[config.mk]
export PLATFORM = sky130hd
export DESIGN_NAME = demux_16bit_buf
export DESIGN_NICKNAME = d
export VERILOG_FILES = /design/src/rtl/dlx_ext_pkg.sv /design/src/rtl/sync_fifo_16bit.sv /design/src/rtl/demux_16bit_buf.sv
export SDC_FILE = /design/constraint.sdc
export NUM_CORES = 1
export LEC_CHECK = 0
export CORE_ASPECT_RATIO = 1.75
export CORE_MARGIN = 4
export CORE_UTILIZATION = 54
export DETAILED_ROUTE_END_ITERATION = 7
export PLACE_DENSITY = 0.87
export SETUP_SLACK_MARGIN = 0.1
export SLEW_MARGIN = 10
export SYNTH_ARGS = -nofsm -noshare
export SYNTH_HDL_FRONTEND = slang
export SYNTH_HIERARCHICAL = 1
export SYNTH_SLANG_ARGS = --single-unit
[constraint.sdc]
create_clock -name clk -period 4.8 [get_ports clk]
set_clock_uncertainty 0.05 [all_clocks]
set_input_delay 0.96 -clock clk [delete_from_list [all_inputs] [get_ports clk]]
set_output_delay 0.96 -clock clk [all_outputs]
set_load 0.05 [all_outputs]
[src/rtl/dlx_ext_pkg.sv]
// Shared definitions for the extended-DLX result path: data width and the
// output-port select encodings used by the result demux.
package dlx_ext_pkg;

    localparam int DATA_W = 16;

    typedef enum logic {
        OUT0 = 1'b0,
        OUT1 = 1'b1
    } out_sel_e;

endpackage

[src/rtl/sync_fifo_16bit.sv]
// Single-clock FIFO with occupancy count and synchronous flush. The head word
// is presented combinationally and reads as zero while the FIFO is empty.
module sync_fifo_16bit
    import dlx_ext_pkg::*;
#(
    parameter int WIDTH = DATA_W,
    parameter int DEPTH = 2
) (
    input  logic                     clk,
    input  logic                     rst_n,
    input  logic                     i_flush,
    input  logic                     i_push,
    input  logic [WIDTH-1:0]         i_wdata,
    input  logic                     i_pop,
    output logic [WIDTH-1:0]         o_rdata,
    output logic                     o_full,
    output logic                     o_empty,
    output logic [$clog2(DEPTH):0]   o_count
);

    localparam int PTR_W = $clog2(DEPTH);
    localparam int CNT_W = PTR_W + 1;

    logic [WIDTH-1:0] r_mem [DEPTH];
    logic [PTR_W-1:0] r_wr_ptr;
    logic [PTR_W-1:0] r_rd_ptr;
    logic [CNT_W-1:0] r_count;
    logic             w_push;
    logic             w_pop;

    // Push into a full FIFO is refused even when the head pops this cycle.
    assign w_push  = i_push & ~o_full;
    assign w_pop   = i_pop & ~o_empty;
    assign o_full  = (r_count == CNT_W'(DEPTH));
    assign o_empty = (r_count == '0);
    assign o_count = r_count;
    assign o_rdata = o_empty ? '0 : r_mem[r_rd_ptr];

    always_ff @(posedge clk or negedge rst_n) begin
        if (!rst_n) begin
            r_wr_ptr <= '0;
            r_rd_ptr <= '0;
            r_count  <= '0;
        end else if (i_flush) begin
            r_wr_ptr <= '0;
            r_rd_ptr <= '0;
            r_count  <= '0;
        end else begin
            if (w_push) r_wr_ptr <= r_wr_ptr + PTR_W'(1);
            if (w_pop)  r_rd_ptr <= r_rd_ptr + PTR_W'(1);
            if (w_push && !w_pop)      r_count <= r_count + CNT_W'(1);
            else if (!w_push && w_pop) r_count <= r_count - CNT_W'(1);
        end
    end

    always_ff @(posedge clk) begin
        if (w_push && !i_flush) r_mem[r_wr_ptr] <= i_wdata;
    end

endmodule

[src/rtl/demux_16bit_buf.sv]
// Routes one valid/ready stream to one of two buffered consumer ports chosen
// per word by in_sel; each port has its own FIFO so one stall does not block the other.
module demux_16bit_buf
    import dlx_ext_pkg::*;
#(
    parameter int WIDTH = DATA_W,
    parameter int DEPTH = 2
) (
    input  logic                    clk,
    input  logic                    rst_n,
    input  logic                    flush,
    input  logic [WIDTH-1:0]        in_data,
    input  logic                    in_sel,
    input  logic                    in_valid,
    output logic                    in_ready,
    output logic [WIDTH-1:0]        out0_data,
    output logic                    out0_valid,
    input  logic                    out0_ready,
    output logic [WIDTH-1:0]        out1_data,
    output logic                    out1_valid,
    input  logic                    out1_ready,
    output logic [$clog2(DEPTH):0]  count0,
    output logic [$clog2(DEPTH):0]  count1
);

    logic w_full0, w_full1;
    logic w_empty0, w_empty1;
    logic w_to_out1;
    logic w_sel_full;
    logic w_push;

    // Ready depends only on the selected FIFO's fill level, never on out*_ready.
    assign w_to_out1  = (out_sel_e'(in_sel) == OUT1);
    assign w_sel_full = w_to_out1 ? w_full1 : w_full0;
    assign in_ready   = ~w_sel_full & ~flush;
    assign w_push     = in_valid & in_ready;
    assign out0_valid = ~w_empty0;
    assign out1_valid = ~w_empty1;

    sync_fifo_16bit #(.WIDTH(WIDTH), .DEPTH(DEPTH)) u_fifo0 (
        .clk     (clk),
        .rst_n   (rst_n),
        .i_flush (flush),
        .i_push  (w_push & ~w_to_out1),
        .i_wdata (in_data),
        .i_pop   (out0_ready),
        .o_rdata (out0_data),
        .o_full  (w_full0),
        .o_empty (w_empty0),
        .o_count (count0)
    );

    sync_fifo_16bit #(.WIDTH(WIDTH), .DEPTH(DEPTH)) u_fifo1 (
        .clk     (clk),
        .rst_n   (rst_n),
        .i_flush (flush),
        .i_push  (w_push & w_to_out1),
        .i_wdata (in_data),
        .i_pop   (out1_ready),
        .o_rdata (out1_data),
        .o_full  (w_full1),
        .o_empty (w_empty1),
        .o_count (count1)
    );

    // Producer must hold the offered word until it is taken (it may withdraw valid).
    a_hold_word: assert property (@(posedge clk) disable iff (!rst_n)
        (in_valid && !in_ready) |=> (!in_valid || ($stable(in_data) && $stable(in_sel))));

endmodule

; ---- Word-level counts from Yosys, hierarchy flattened
; Memories as Yosys holds them, arrays and structs flattened.
; Cells that the tools add are included.
[op_classes]
n_addsub = 8
n_eq_ne = 2
n_mux = 21
bitwise = 15
reduce_logical = 19
[ops]
columns = operator, n
row1 = two-way mux 16 bit, 2
row2 = two-way mux 1 bit, 13
row3 = two-way mux 2 bit, 6
row4 = AND 1 bit, 8
row5 = nonzero test 2 bit, 4
row6 = NOT 1 bit, 7
row7 = logical AND 1 bit, 6
row8 = nonzero test 3 bit, 2
row9 = zero test 1 bit, 5
row10 = "adder 1 bit, second input constant", 4
row11 = "adder 2 x 1 -> 2 bit, second input constant", 2
row12 = "equality test 2 bit, second input constant", 2
row13 = zero test 2 bit, 2
row14 = "subtractor 2 x 1 -> 2 bit, second input constant", 2
[totals]
regBits = 8
ram_bits = 64
inputBits = 23
output_inout_bits = 39
word_cells = 73
memories = 2
[memory_table]
columns = memory, words, width, read_ports, rd_ports_with_merged_regs, wr, line_no
row1 = u_fifo0.r_mem, 2, 16, 1, 0, 1, sync_fifo_16bit.sv:24  ; logic [WIDTH-1:0] r_mem [DEPTH];
row2 = u_fifo1.r_mem, 2, 16, 1, 0, 1, sync_fifo_16bit.sv:24

; ---- Longest topological paths before layout
[depth]
depth_word = 12
ltp_mapped = 6
depth_no_buf = 6

; ---- By module
; Netlist, hierarchy kept.
[by_module_without_submodules]
columns = mod, n_inst, cells_per_inst, area_each_um2, seq_area_each_um2
row1 = sync_fifo_16bit at u_fifo0, 1, 93, 1430.1, 1061.0
row2 = sync_fifo_16bit at u_fifo1, 1, 92, 1422.6, 1061.0
row3 = demux_16bit_buf, 1, 6, 66.3, 0.0

; ---- Worst setup path after synthesis
; No wires, ideal clock.
[synth_path]
kind = flip-flop to flip-flop
start = register u_fifo1.r_count[0] (netlist: u_fifo1/o_count[0])
end = memory u_fifo1/r_mem[1][0] (netlist bit) (enable)
setup_ns = 0.413
t_arrival_ns = 2.888
required_ns = 4.337
path_slack_ns = 1.450
stages_incl_launch_ff = 5
path_buffers = 0
period_less_slack_ns = 3.350
cell_sequence = dfrtp_1 -> nor2b_1 -> nor4bb_4 -> or2b_1 -> nor3b_1
[synth_between]
elab_chain_cells = 10
word_cells_on_any_way = 11
cone_classes = eq/ne: 1 / mux: 3 / bitwise: 6 / reduce/logical: 1
[synth_rtl]
columns = element, line_no
row1 = "start, declared", sync_fifo_16bit.sv:27  ; logic [CNT_W-1:0] r_count;
row2 = "start signal, assigned", sync_fifo_16bit.sv:51  ; if (w_push && !w_pop) r_count <= r_count + CNT_W'(1);
row3 = "start signal, assigned", sync_fifo_16bit.sv:52  ; else if (!w_push && w_pop) r_count <= r_count - CNT_W'(1);
row4 = equality test 2 bit *, sync_fifo_16bit.sv:34  ; assign o_full = (r_count == CNT_W'(DEPTH));
row5 = named net w_full1, demux_16bit_buf.sv:26  ; logic w_full0, w_full1;
row6 = two-way mux 1 bit, demux_16bit_buf.sv:34  ; assign w_sel_full = w_to_out1 ? w_full1 : w_full0;
row7 = NOT 1 bit, demux_16bit_buf.sv:35  ; assign in_ready = ~w_sel_full & ~flush;
row8 = AND 1 bit, demux_16bit_buf.sv:35
row9 = AND 1 bit, demux_16bit_buf.sv:36  ; assign w_push = in_valid & in_ready;
row10 = AND 1 bit, demux_16bit_buf.sv:57  ; .i_push (w_push & w_to_out1),
row11 = AND 1 bit *, sync_fifo_16bit.sv:32  ; assign w_push = i_push & ~o_full;
row12 = logical AND 1 bit *, sync_fifo_16bit.sv:57  ; if (w_push && !i_flush) r_mem[r_wr_ptr] <= i_wdata;
row13 = two-way mux 1 bit *, sync_fifo_16bit.sv:57
row14 = two-way mux 1 bit (not written as such) *, sync_fifo_16bit.sv:57
row15 = "end, declared", sync_fifo_16bit.sv:24
; Mark *: on every way through the listed nets, which the timed path passes. The rest lies on a longest branch.

; ---- Worst setup path in the final report
[layout_path]
start = input port flush
end = output port in_ready
[layout_between]
elab_chain_cells = 2
[layout_rtl]
columns = element, line_no
row1 = "start, declared", demux_16bit_buf.sv:11  ; input logic flush,
row2 = NOT 1 bit, demux_16bit_buf.sv:35
row3 = AND 1 bit, demux_16bit_buf.sv:35
row4 = "end, declared", demux_16bit_buf.sv:15  ; output logic in_ready,
; Every way passes these cells.

==> flow_metrics.tcl <==
set metrics [dict create \
    ys_top_cells_by_area "edfxtp_1 66%, mux2i_1 11%, dfrtp_1 6.9%, nor2_1 4.6%, a21oi_1 1.0%" \
    min_from "u_fifo0/r_wr_ptr$_DFFE_PN0P_" \
    clkSinkCount 72 \
    whs_ns 0.551 \
    synth_top_area_share_pct 65.8 \
    startpoint_type "input pin" \
    r2r_start "u_fifo0/o_count[0]$_DFFE_PN0P_" \
    synth.largest_area_cell "edfxtp_1" \
    relSlewSlack_pct 35.3 \
    grt_pass1_wl_um 9290 \
    slew_viol_final 0 \
    clk_pin_slew_worst_paths_ns 0.07 \
    portBuffers 61 \
    synth-edff-count 64 \
    cts_tree "done" \
    fin_crit_ns 3.60 \
    switchingPower_uw 288 \
    ant_nets 0 \
    crit_fanout 15 \
    async_flop_share_pct 11.1 \
    r2r_end "u_fifo0/r_mem[0][0]$_DFFE_PP_" \
    postSynthCellCount 191 \
    ios 62 \
    finalCritPeriodShare_pct 75.0 \
    wl_um 5780 \
    yosysMostFrequentCell "edfxtp_1" \
    ys_types 30 \
    cts_max_level 3 \
    cp.required_ns 3.79 \
    die_area_um2 6690 \
    die_width_um 63.6 \
    drtPass1Iterations 4 \
    hold_buffers 0 \
    grt_usage_pct 18.7 \
    swShare_pct 23.8 \
    timing.hold.worst_path_depth 2 \
    ir_drop_mv 0.241 \
    die_h_um 105 \
    clockBufferDepth 2 \
    reg2reg_depth 6 \
    worstPathArrival_ns 2.59 \
    drv_cap 0 \
    status "finished, final reports clean" \
    ys_ff_latch 72 \
    cts.repair.resized 0 \
    vias 1760 \
    ys_seq_area_share_pct 72.7 \
    initial_core_util_pct 55.5 \
    power.leakage_nw 1.24 \
    finalSetupViolations 0 \
    power_mw 1.21 \
    comb_power_share_pct 10.9 \
    cts-buffers-inserted 9 \
    fp-row-count 35 \
    syn-num-nets 214 \
    setup_tns_ns 0 \
    postCtsSetupRepairBufs 0 \
    core_um2 5260 \
    r2r_slack_ns 2.14 \
    layout.nets 286 \
    worstHoldEndpoint "u_fifo0/r_wr_ptr$_DFFE_PN0P_" \
    crit_type "in2out" \
    rsz0062_at_grt "no" \
    drive_gt1_share_pct 10.9 \
    grt_max_degree 19 \
    syn2layout_area_growth_pct 29.5 \
    cts-root-buf "clkbuf_8" \
    hold_class "reg2reg" \
    antenna_cells 0 \
    synth_common_cells "64 x edfxtp_1, 36 x nor2_1, 33 x mux2i_1" \
    viasPerCell 5.47 \
    drtIter0Drc 52 \
    ys.flop_type "edfxtp_1" \
    finalHoldViolations 0 \
    clk_latency_ns 0.32 \
    worst_slew_pin_slew_ns 0.971 \
    ys.warnings.count 6 \
    fmax_mhz 278 \
    grt.overflow.total 0 \
    p_int_uw 924 \
    routedWlPerCell_um 17.9 \
    hpwl_um 4070 \
    p_clk_share_pct 31.1 \
    p_seq_share_pct 57.9 \
    syn_avg_cell_area_um2 15.3 \
    synthesis.area_um2 2920 \
    power_density_nw_per_um2 321 \
    nFillCells 358 \
    drc 0 \
    gp_congestion 0.755 \
    first_global_vias 1881 \
    end_kind "output port" \
    antenna_found_initial 0 \
]
==> worst max-delay path, stage by stage <==
cell             delay, ns
clkdlybuf4s50_1       0.40
buf_4                 0.20
a211oi_2              0.21
clkdlybuf4s50_1       0.82
==> metal layers <==
layer  part of all wire (%)  up-vias  track usage [%]
met5                      0        -                0
met4                   0.50        0             7.42
met3                    2.9        2             3.94
met2                     58       38             34.3
met1                     39      873             20.6
li1                       -      847                -
==> area by class of cell <==
class	count	area, um2	area share [%]
Inverter	5	18.8	0.496
Clock inverter	5	25.0	0.662
Clock buffer	10	128	3.38
Sequential cell	72	2120	56.1
Tap cell	55	68.8	1.82
Multi-Input combinational cell	108	763	20.2
Timing Repair Buffer	67	656	17.3
==> state kept, by name, indices dropped and copies added, names as in the netlist <==
name,flops
u_fifo0/o_count,2
u_fifo1/r_rd_ptr,1
u_fifo0/r_mem,32
u_fifo0/r_wr_ptr,1
u_fifo1/r_mem,32
u_fifo1/o_count,2
u_fifo0/r_rd_ptr,1
u_fifo1/r_wr_ptr,1
==> kinds of logic after synthesis <==
kind of cell	count (synthesis)	synth area share (%)
AO/OA/AOI/OAI	16	3.30
XOR/XNOR	2	0.600
buffers and inverters	11	1.84
flip-flops	72	72.7
multiplexers	33	11.3
AND/OR/NAND/NOR	57	10.2
==> per-stage QoR <==
step                      worst slack [ns]  cell area, um2  cells  utilization, %
final                                 1.20            3780    322            72.0
after global placement                1.21            3630    307            69.0
after floorplan                       1.45            2920    191               -
after global routing                  1.15            3780    322            72.0
after detailed placement              1.18            3630    307            69.0
after CTS                             1.19            3780    322            72.0
==> worst max path at each step <==
stage                     cells after the start                       endpoint                           start
final                                         4                       in_ready                           flush
after detailed placement                      4                       in_ready                           flush
after global routing                          4                       in_ready                           flush
after global placement                        4                       in_ready                           flush
after CTS                                     4                       in_ready                           flush
after floorplan                               4  u_fifo1/r_mem[1][0]$_DFFE_PP_  u_fifo1/o_count[0]$_DFFE_PN0P_
==> cell usage in the layout (no fill, tap or decap), drive strengths merged, types with 3 or more instances in the layout <==
cell / n
inv: 5
dfrtp: 8
clkbuf: 10
buf: 6
clkdlybuf4s50: 61
clkinv: 4
nor3b: 3
nor2: 37
o21ai: 5
mux2i: 33
a21oi: 6
edfxtp: 64
==> power by group through the flow <==
stage | sequential (mW) | clock, mW | combinational (mW)
finish | 0.702 | 0.377 | 0.133
global route | 0.703 | 0.414 | 0.140
CTS | 0.702 | 0.386 | 0.134
detailed placement | 0.716 | 0 | 0.133
global placement | 0.715 | 0 | 0.131
floorplan | 0.712 | 0 | 0.0749
(Power assumes the default switching activity.)
